$ cat src/rtl/reg_bank_pkg.sv
// Shared types and op encodings for the multi-source register bank.
`ifndef DEFAULT_WIDTH
`define DEFAULT_WIDTH 8
`endif

package reg_bank_pkg;

    // Register operation codes applied to the addressed register.
    typedef enum logic [2:0] {
        OP_HOLD  = 3'd0,
        OP_LOAD  = 3'd1,
        OP_CLEAR = 3'd2,
        OP_INC   = 3'd3,
        OP_DEC   = 3'd4,
        OP_SHL   = 3'd5,
        OP_SHR   = 3'd6,
        OP_ROL   = 3'd7
    } reg_op_t;

    localparam int OP_W = 3;

    // True for every op that writes a register and updates the flags.
    function automatic logic op_writes(reg_op_t op);
        return op != OP_HOLD;
    endfunction

endpackage

$ cat src/rtl/reg_bank_if.sv
// Control, data and flag bundle between the controller and the register bank.
`ifndef DEFAULT_WIDTH
`define DEFAULT_WIDTH 8
`endif

interface reg_bank_if
    import reg_bank_pkg::*;
#(
    parameter int n       = `DEFAULT_WIDTH,
    parameter int DEPTH   = 4,
    parameter int SOURCES = 4,
    parameter int AW      = $clog2(DEPTH),
    parameter int SW      = $clog2(SOURCES)
);
    reg_op_t              op;
    logic [AW-1:0]        waddr;
    logic [SW-1:0]        select;
    logic [SOURCES*n-1:0] in;
    logic [AW-1:0]        raddr_a;
    logic [AW-1:0]        raddr_b;
    logic [n-1:0]         out_a;
    logic [n-1:0]         out_b;
    logic                 carry;
    logic                 zero;

    modport master (
        output op, waddr, select, in, raddr_a, raddr_b,
        input  out_a, out_b, carry, zero
    );

    modport slave (
        input  op, waddr, select, in, raddr_a, raddr_b,
        output out_a, out_b, carry, zero
    );
endinterface

$ cat src/rtl/reg_bank_alu.sv
// Combinational next-value / next-carry logic for one register operation.
module reg_bank_alu
    import reg_bank_pkg::*;
#(
    parameter int n = 8
) (
    input  reg_op_t      op,
    input  logic [n-1:0] cur,
    input  logic [n-1:0] src,
    input  logic         carry,
    input  logic         src_valid,
    output logic [n-1:0] nxt,
    output logic         nxt_carry,
    output logic         we
);

    // Decode the op into the new register value, the new carry and a write strobe.
    always_comb begin
        nxt       = cur;
        nxt_carry = carry;
        we        = op_writes(op);
        case (op)
            OP_HOLD: begin
                nxt       = cur;
                nxt_carry = carry;
            end
            OP_LOAD: begin
                // An out-of-range select loads 0 rather than an undefined bus.
                nxt       = src_valid ? src : '0;
                nxt_carry = 1'b0;
            end
            OP_CLEAR: begin
                nxt       = '0;
                nxt_carry = 1'b0;
            end
            OP_INC: begin
                nxt       = cur + n'(1);
                nxt_carry = &cur;
            end
            OP_DEC: begin
                nxt       = cur - n'(1);
                nxt_carry = ~|cur;
            end
            OP_SHL: begin
                nxt       = {cur[n-2:0], 1'b0};
                nxt_carry = cur[n-1];
            end
            OP_SHR: begin
                nxt       = {1'b0, cur[n-1:1]};
                nxt_carry = cur[0];
            end
            OP_ROL: begin
                // Rotate through carry: the old carry enters at bit 0.
                nxt       = {cur[n-2:0], carry};
                nxt_carry = cur[n-1];
            end
            default: begin
                nxt       = cur;
                nxt_carry = carry;
                we        = 1'b0;
            end
        endcase
    end

endmodule

$ cat src/rtl/reg_bank.sv
// Multi-source register bank: DEPTH registers, one op per cycle, two async read ports,
// registered carry and zero flags.
`ifndef DEFAULT_WIDTH
`define DEFAULT_WIDTH 8
`endif

module reg_bank
    import reg_bank_pkg::*;
#(
    parameter int n       = `DEFAULT_WIDTH,
    parameter int DEPTH   = 4,
    parameter int SOURCES = 4,
    parameter int AW      = $clog2(DEPTH),
    parameter int SW      = $clog2(SOURCES)
) (
    input  logic       clock,
    input  logic       reset,
    reg_bank_if.slave  bus
);

    // Limits sized one bit wider than the address/select so the compare is exact.
    localparam logic [AW:0] DEPTH_LIM = DEPTH[AW:0];
    localparam logic [SW:0] SRC_LIM   = SOURCES[SW:0];

    logic [DEPTH-1:0][n-1:0] regs;
    logic                    carry_q;
    logic                    zero_q;

    logic         waddr_ok;
    logic         src_valid;
    logic [n-1:0] cur;
    logic [n-1:0] src;
    logic [n-1:0] nxt;
    logic         nxt_carry;
    logic         alu_we;
    logic         wr;

    // Range checks for non-power-of-two DEPTH / SOURCES.
    always_comb begin
        waddr_ok  = {1'b0, bus.waddr} < DEPTH_LIM;
        src_valid = {1'b0, bus.select} < SRC_LIM;
    end

    // Source mux; an unmatched select leaves src at 0.
    always_comb begin
        src = '0;
        for (int k = 0; k < SOURCES; k++)
            if (bus.select == SW'(k))
                src = bus.in[k*n +: n];
    end

    // Current value of the write target; 0 when the address is out of range.
    always_comb begin
        cur = '0;
        for (int i = 0; i < DEPTH; i++)
            if (bus.waddr == AW'(i))
                cur = regs[i];
    end

    reg_bank_alu #(.n(n)) u_alu (
        .op        (bus.op),
        .cur       (cur),
        .src       (src),
        .carry     (carry_q),
        .src_valid (src_valid),
        .nxt       (nxt),
        .nxt_carry (nxt_carry),
        .we        (alu_we)
    );

    assign wr = alu_we & waddr_ok;

    // Register array: only the addressed register is written.
    always_ff @(posedge clock or posedge reset) begin
        if (reset) begin
            regs <= '0;
        end else begin
            for (int i = 0; i < DEPTH; i++)
                if (wr && bus.waddr == AW'(i))
                    regs[i] <= nxt;
        end
    end

    // Flags follow every accepted write; zero resets low.
    always_ff @(posedge clock or posedge reset) begin
        if (reset) begin
            carry_q <= 1'b0;
            zero_q  <= 1'b0;
        end else if (wr) begin
            carry_q <= nxt_carry;
            zero_q  <= (nxt == '0);
        end
    end

    // Read ports: no write bypass, out-of-range addresses read 0.
    always_comb begin
        bus.out_a = '0;
        bus.out_b = '0;
        for (int i = 0; i < DEPTH; i++) begin
            if (bus.raddr_a == AW'(i)) bus.out_a = regs[i];
            if (bus.raddr_b == AW'(i)) bus.out_b = regs[i];
        end
    end

    // Flag outputs.
    always_comb begin
        bus.carry = carry_q;
        bus.zero  = zero_q;
    end

endmodule

$ cat src/flat_wrapper.sv
// flat-port wrapper written by rule: the top's interface ports become plain ports
module reg_bank_flat import reg_bank_pkg::*;
#(
    parameter int n       = `DEFAULT_WIDTH,
    parameter int DEPTH   = 4,
    parameter int SOURCES = 4,
    parameter int AW      = $clog2(DEPTH),
    parameter int SW      = $clog2(SOURCES)
)
  (clock, reset, bus_op, bus_waddr, bus_select, bus_in, bus_raddr_a, bus_raddr_b, bus_out_a, bus_out_b, bus_carry, bus_zero);
  reg_bank_if #(.n(n), .DEPTH(DEPTH), .SOURCES(SOURCES), .AW(AW), .SW(SW)) bus_i ();
  input  logic clock;
  input  logic reset;
  input wire logic [$bits(bus_i.op)-1:0] bus_op;
  input wire logic [$bits(bus_i.waddr)-1:0] bus_waddr;
  input wire logic [$bits(bus_i.select)-1:0] bus_select;
  input wire logic [$bits(bus_i.in)-1:0] bus_in;
  input wire logic [$bits(bus_i.raddr_a)-1:0] bus_raddr_a;
  input wire logic [$bits(bus_i.raddr_b)-1:0] bus_raddr_b;
  output wire logic [$bits(bus_i.out_a)-1:0] bus_out_a;
  output wire logic [$bits(bus_i.out_b)-1:0] bus_out_b;
  output wire logic [$bits(bus_i.carry)-1:0] bus_carry;
  output wire logic [$bits(bus_i.zero)-1:0] bus_zero;
  assign bus_i.op = bus_op;
  assign bus_i.waddr = bus_waddr;
  assign bus_i.select = bus_select;
  assign bus_i.in = bus_in;
  assign bus_i.raddr_a = bus_raddr_a;
  assign bus_i.raddr_b = bus_raddr_b;
  assign bus_out_a = bus_i.out_a;
  assign bus_out_b = bus_i.out_b;
  assign bus_carry = bus_i.carry;
  assign bus_zero = bus_i.zero;
  reg_bank #(.n(n), .DEPTH(DEPTH), .SOURCES(SOURCES), .AW(AW), .SW(SW)) u_core (.clock(clock), .reset(reset), .bus(bus_i));
endmodule
$ cat config.mk
export PLATFORM = sky130hd
export DESIGN_NAME = reg_bank_flat
export DESIGN_NICKNAME = d
export VERILOG_FILES = /design/src/rtl/reg_bank_pkg.sv /design/src/rtl/reg_bank_if.sv /design/src/rtl/reg_bank_alu.sv /design/src/rtl/reg_bank.sv /design/src/flat_wrapper.sv
export SDC_FILE = /design/constraint.sdc
export NUM_CORES = 1
export LEC_CHECK = 0
export CAP_MARGIN = 20
export CORE_MARGIN = 1
export CORE_UTILIZATION = 30
export CTS_BUF_LIST = sky130_fd_sc_hd__clkbuf_4 sky130_fd_sc_hd__clkbuf_8
export DETAILED_ROUTE_END_ITERATION = 12
export PLACE_DENSITY_LB_ADDON = 0.08
export SKIP_LAST_GASP = 1
export SYNTH_ARGS = -nofsm -noshare
export SYNTH_HDL_FRONTEND = slang
export SYNTH_SLANG_ARGS = --single-unit
$ cat constraint.sdc
create_clock -name clock -period 3.5 [get_ports clock]
set_clock_uncertainty 0.15 [all_clocks]
set_input_delay 0.525 -clock clock [delete_from_list [all_inputs] [get_ports clock]]
set_output_delay 0.525 -clock clock [all_outputs]
set_load 0.005 [all_outputs]
==> impl_metrics.csv <==
group,metric,value,unit
placement,place_hpwl,6950,µm
floorplanning,fp.coreArea,8720,µm²
synth,yosys-top-cells-area,"dfrtp_1 31%, mux4_2 23%, mux4_1 3.9%",
finish,fillers,850,
timing,rsz0062_at_grt,"true",
placement,port_buffers,62,
timing,whs,0.369,ns
power,power_density,487,nW/µm²
synth,async_reset_ff_frac,1.00,
floorplanning,die_x,97,µm
finish,layout.nets,405,
timing,worst_slack,0.158,ns
timing,fin_crit_sh,0.955,
placement,placedInstanceArea,3790,µm²
grt,grt_pass1_vias,2677,
synth,synth_edf_count,0,
critical_path,r2r-start,"u_core.regs[8]",
floorplanning,fp.dieH,97,µm
synth,synth_cell_type_count,52,
detailed_routing,vias_per_cell,5.56,
detailed_routing,drt-pass1-iter-count,4,
floorplanning,die_area,9410,µm²
critical_path,cp.arrival,3.34,ns
critical_path,critPathKind,"in2reg",
timing,slew_viol_final,0,
power,peakVddDrop,0.000226,V
timing,relSlewSlack,0.520,
synth,ys.flop_type,"dfrtp_1",
grt,grt_max_degree,19,
power,power,1.91,mW
timing,tightest_slew,0.720,ns
finish,fin_cells,461,
synth,yosysWarnings,0,
finish,multi_input_area,1770,µm²
detailed_routing,vias,2562,
placement,place_inst,454,
floorplanning,io_pins,63,
detailed_routing,drtIter0Drc,175,
critical_path,crit_fanout,4,
run_status,status,"complete, no violations",
clock_network,clock_path_buffers,2,
finish,diodes,0,
detailed_routing,wl,8760,µm
grt,grt_pass1_wl,14400,µm
synth,syn_inst,251,
timing,setup_viol,0,
detailed_routing,drc_errors,0,
finish,finalInstanceArea,3930,µm²
detailed_routing,avgRoutedWirePerCell,19.0,µm
grt,track_usage,0.195,
placement,place_ws,-0.517,ns
clock_network,insertion_delay,0.28,ns
min_path,hp-class,"reg2reg",
clock_network,cts_setup_buffers,0,
finish,syn2layout_area_growth,45.1,%
timing,hold_violations,0,
synth,synth.cell_area,2710,µm²
clock_network,cts_htree_levels,2,
placement,gp_congestion,0.816,
critical_path,crit_path_start_kind,"primary input",
finish,drive_above_1_share,0.283,
clock_network,cts_buffers,5,
floorplanning,initial_core_util,0.310,
clock_network,cts_root_buf,"clkbuf_8",
critical_path,crit_start,"bus_waddr[0]",
min_path,worstHoldStart,"u_core.bus.zero",
finish,ff_latch_area,851,µm²
critical_path,worstPathRequired,3.50,ns
grt,grt-ovfl-total,0,
timing,fmax,299,MHz
synth,yosysTopAreaCellShare,0.314,
synth,ys_seq_area_frac,0.314,
power,p_leak,1.61,nW
synth,synth_area_per_cell,10.8,µm²
critical_path,worstSetupEndpointType,"flop",
clock_network,cts_hold_buf,0,
detailed_routing,antenna_left,0,
finish,final_cell_mix,"61 x clkdlybuf4s50_1, 53 x buf_4, 34 x dfrtp_1",
synth,synthesis.nets,303,
synth,yosys.area.top_type,"dfrtp_1",
finish,final_common_cell,"clkdlybuf4s50_1",
grt,antenna_found_initial,0,
clock_network,clk_pin_slew,0.06,ns
timing,min_period,3.34,ns
run,max_cap_viol_count,0,
clock_network,tritoncts,"yes",
clock_network,cts.sinks,34,
floorplanning,rows,34,
synth,ys_ff_latch,34,
-- timing repair --
item,in CTS,in global routing
hold endpoints to repair,0,0
pin swaps,0,3
endpoints found under the setup margin,19,12
resized for setup,4,4
-- state kept, by name, summed over array words and instances (netlist names) --
register,flops
u_core.bus.carry,1
u_core.regs,32
u_core.bus.zero,1
-- final cells by class --
| cell class | count | area share |
|---|---|---|
| Inverter | 7 | 0.00669 |
| Sequential cell | 34 | 0.217 |
| Clock inverter | 1 | 0.00765 |
| Timing Repair Buffer | 116 | 0.264 |
| Tap cell | 108 | 0.0344 |
| Clock buffer | 6 | 0.0210 |
| Multi-Input combinational cell | 189 | 0.450 |
-- synthesized netlist by cell type, types with 2 or more instances --
master     n
ha_1       6
nor2b_1    2
buf_1      2
a221oi_1   2
nor3_1     3
o21ai_0   12
a211o_1    2
or4_1      2
mux2_2     3
dfrtp_1   34
mux4_1     4
a21oi_1   17
buf_2      2
a22oi_1    4
o32a_1     2
o31a_1     2
a31oi_1    7
nand3_1    2
o21a_1     2
a21o_1     2
and3b_1    2
mux4_2    28
nand4_1    3
xnor2_1    3
a211oi_1   6
o22ai_1    2
nor2_1    26
clkbuf_1  16
o22a_1     6
nand2_1   20
inv_1      6
-- path summary, 6_finish.rpt --
check | end | slack (ns) | cells after the start
worst min register to register | u_core.bus.zero | 0.37 | 1
worst min-delay path | u_core.bus.zero | 0.37 | 1
worst max-delay path | u_core.regs[31] | 0.16 | 12
min in group asynchronous | u_core.regs[21] | 0.50 | 2
worst max register to register | u_core.regs[4] | 0.40 | 8
max in group asynchronous | u_core.regs[18] | 1.99 | 3
-- metrics by stage --
stage               utilization  setup TNS, ns
finish                    0.450              0
global route              0.450        -0.0867
CTS                       0.450              0
detailed placement        0.435          -8.68
global placement          0.435          -8.58
floorplan                     -              0
-- critical path, stage by stage --
cell and delay (ns):
dlygate4sd2_1 0.30, buf_4 0.15, buf_4 0.14, mux4_1 0.63
ha_1 0.34, buf_4 0.13, o2111ai_1 0.11, o21ai_1 0.20
xor2_1 0.26, o21ai_2 0.11, a221oi_4 0.28, o21ai_0 0.15
-- power breakdown --
group | total (mW) | internal [mW] | switching [mW] | leakage, nW
clock | 0.371 | 0.228 | 0.143 | 0.0573
combinational | 0.956 | 0.561 | 0.394 | 1.15
sequential | 0.585 | 0.487 | 0.0981 | 0.400
-- cell families after synthesis --
logic type / after synthesis / synth area share
flip-flops: 34 / 0.314
adder cells (fa/ha/maj): 7 / 0.0351
AND/OR/NAND/NOR: 67 / 0.116
buffers and inverters: 28 / 0.0425
multiplexers: 35 / 0.284
AO/OA/AOI/OAI: 76 / 0.195
XOR/XNOR: 4 / 0.0129
-- per-layer routing --
| metal | global-route usage | part of all wire | wire, µm | vias to the layer above |
|---|---|---|---|---|
| li1 | - | - | - | 1193 |
| met1 | 0.254 | 0.43 | 3760 | 1263 |
| met2 | 0.317 | 0.49 | 4250 | 89 |
| met3 | 0.0419 | 0.059 | 517 | 17 |
| met4 | 0.0723 | 0.026 | 225 | 0 |
| met5 | 0 | 0 | 0 | - |
(Power assumes the default switching activity.)
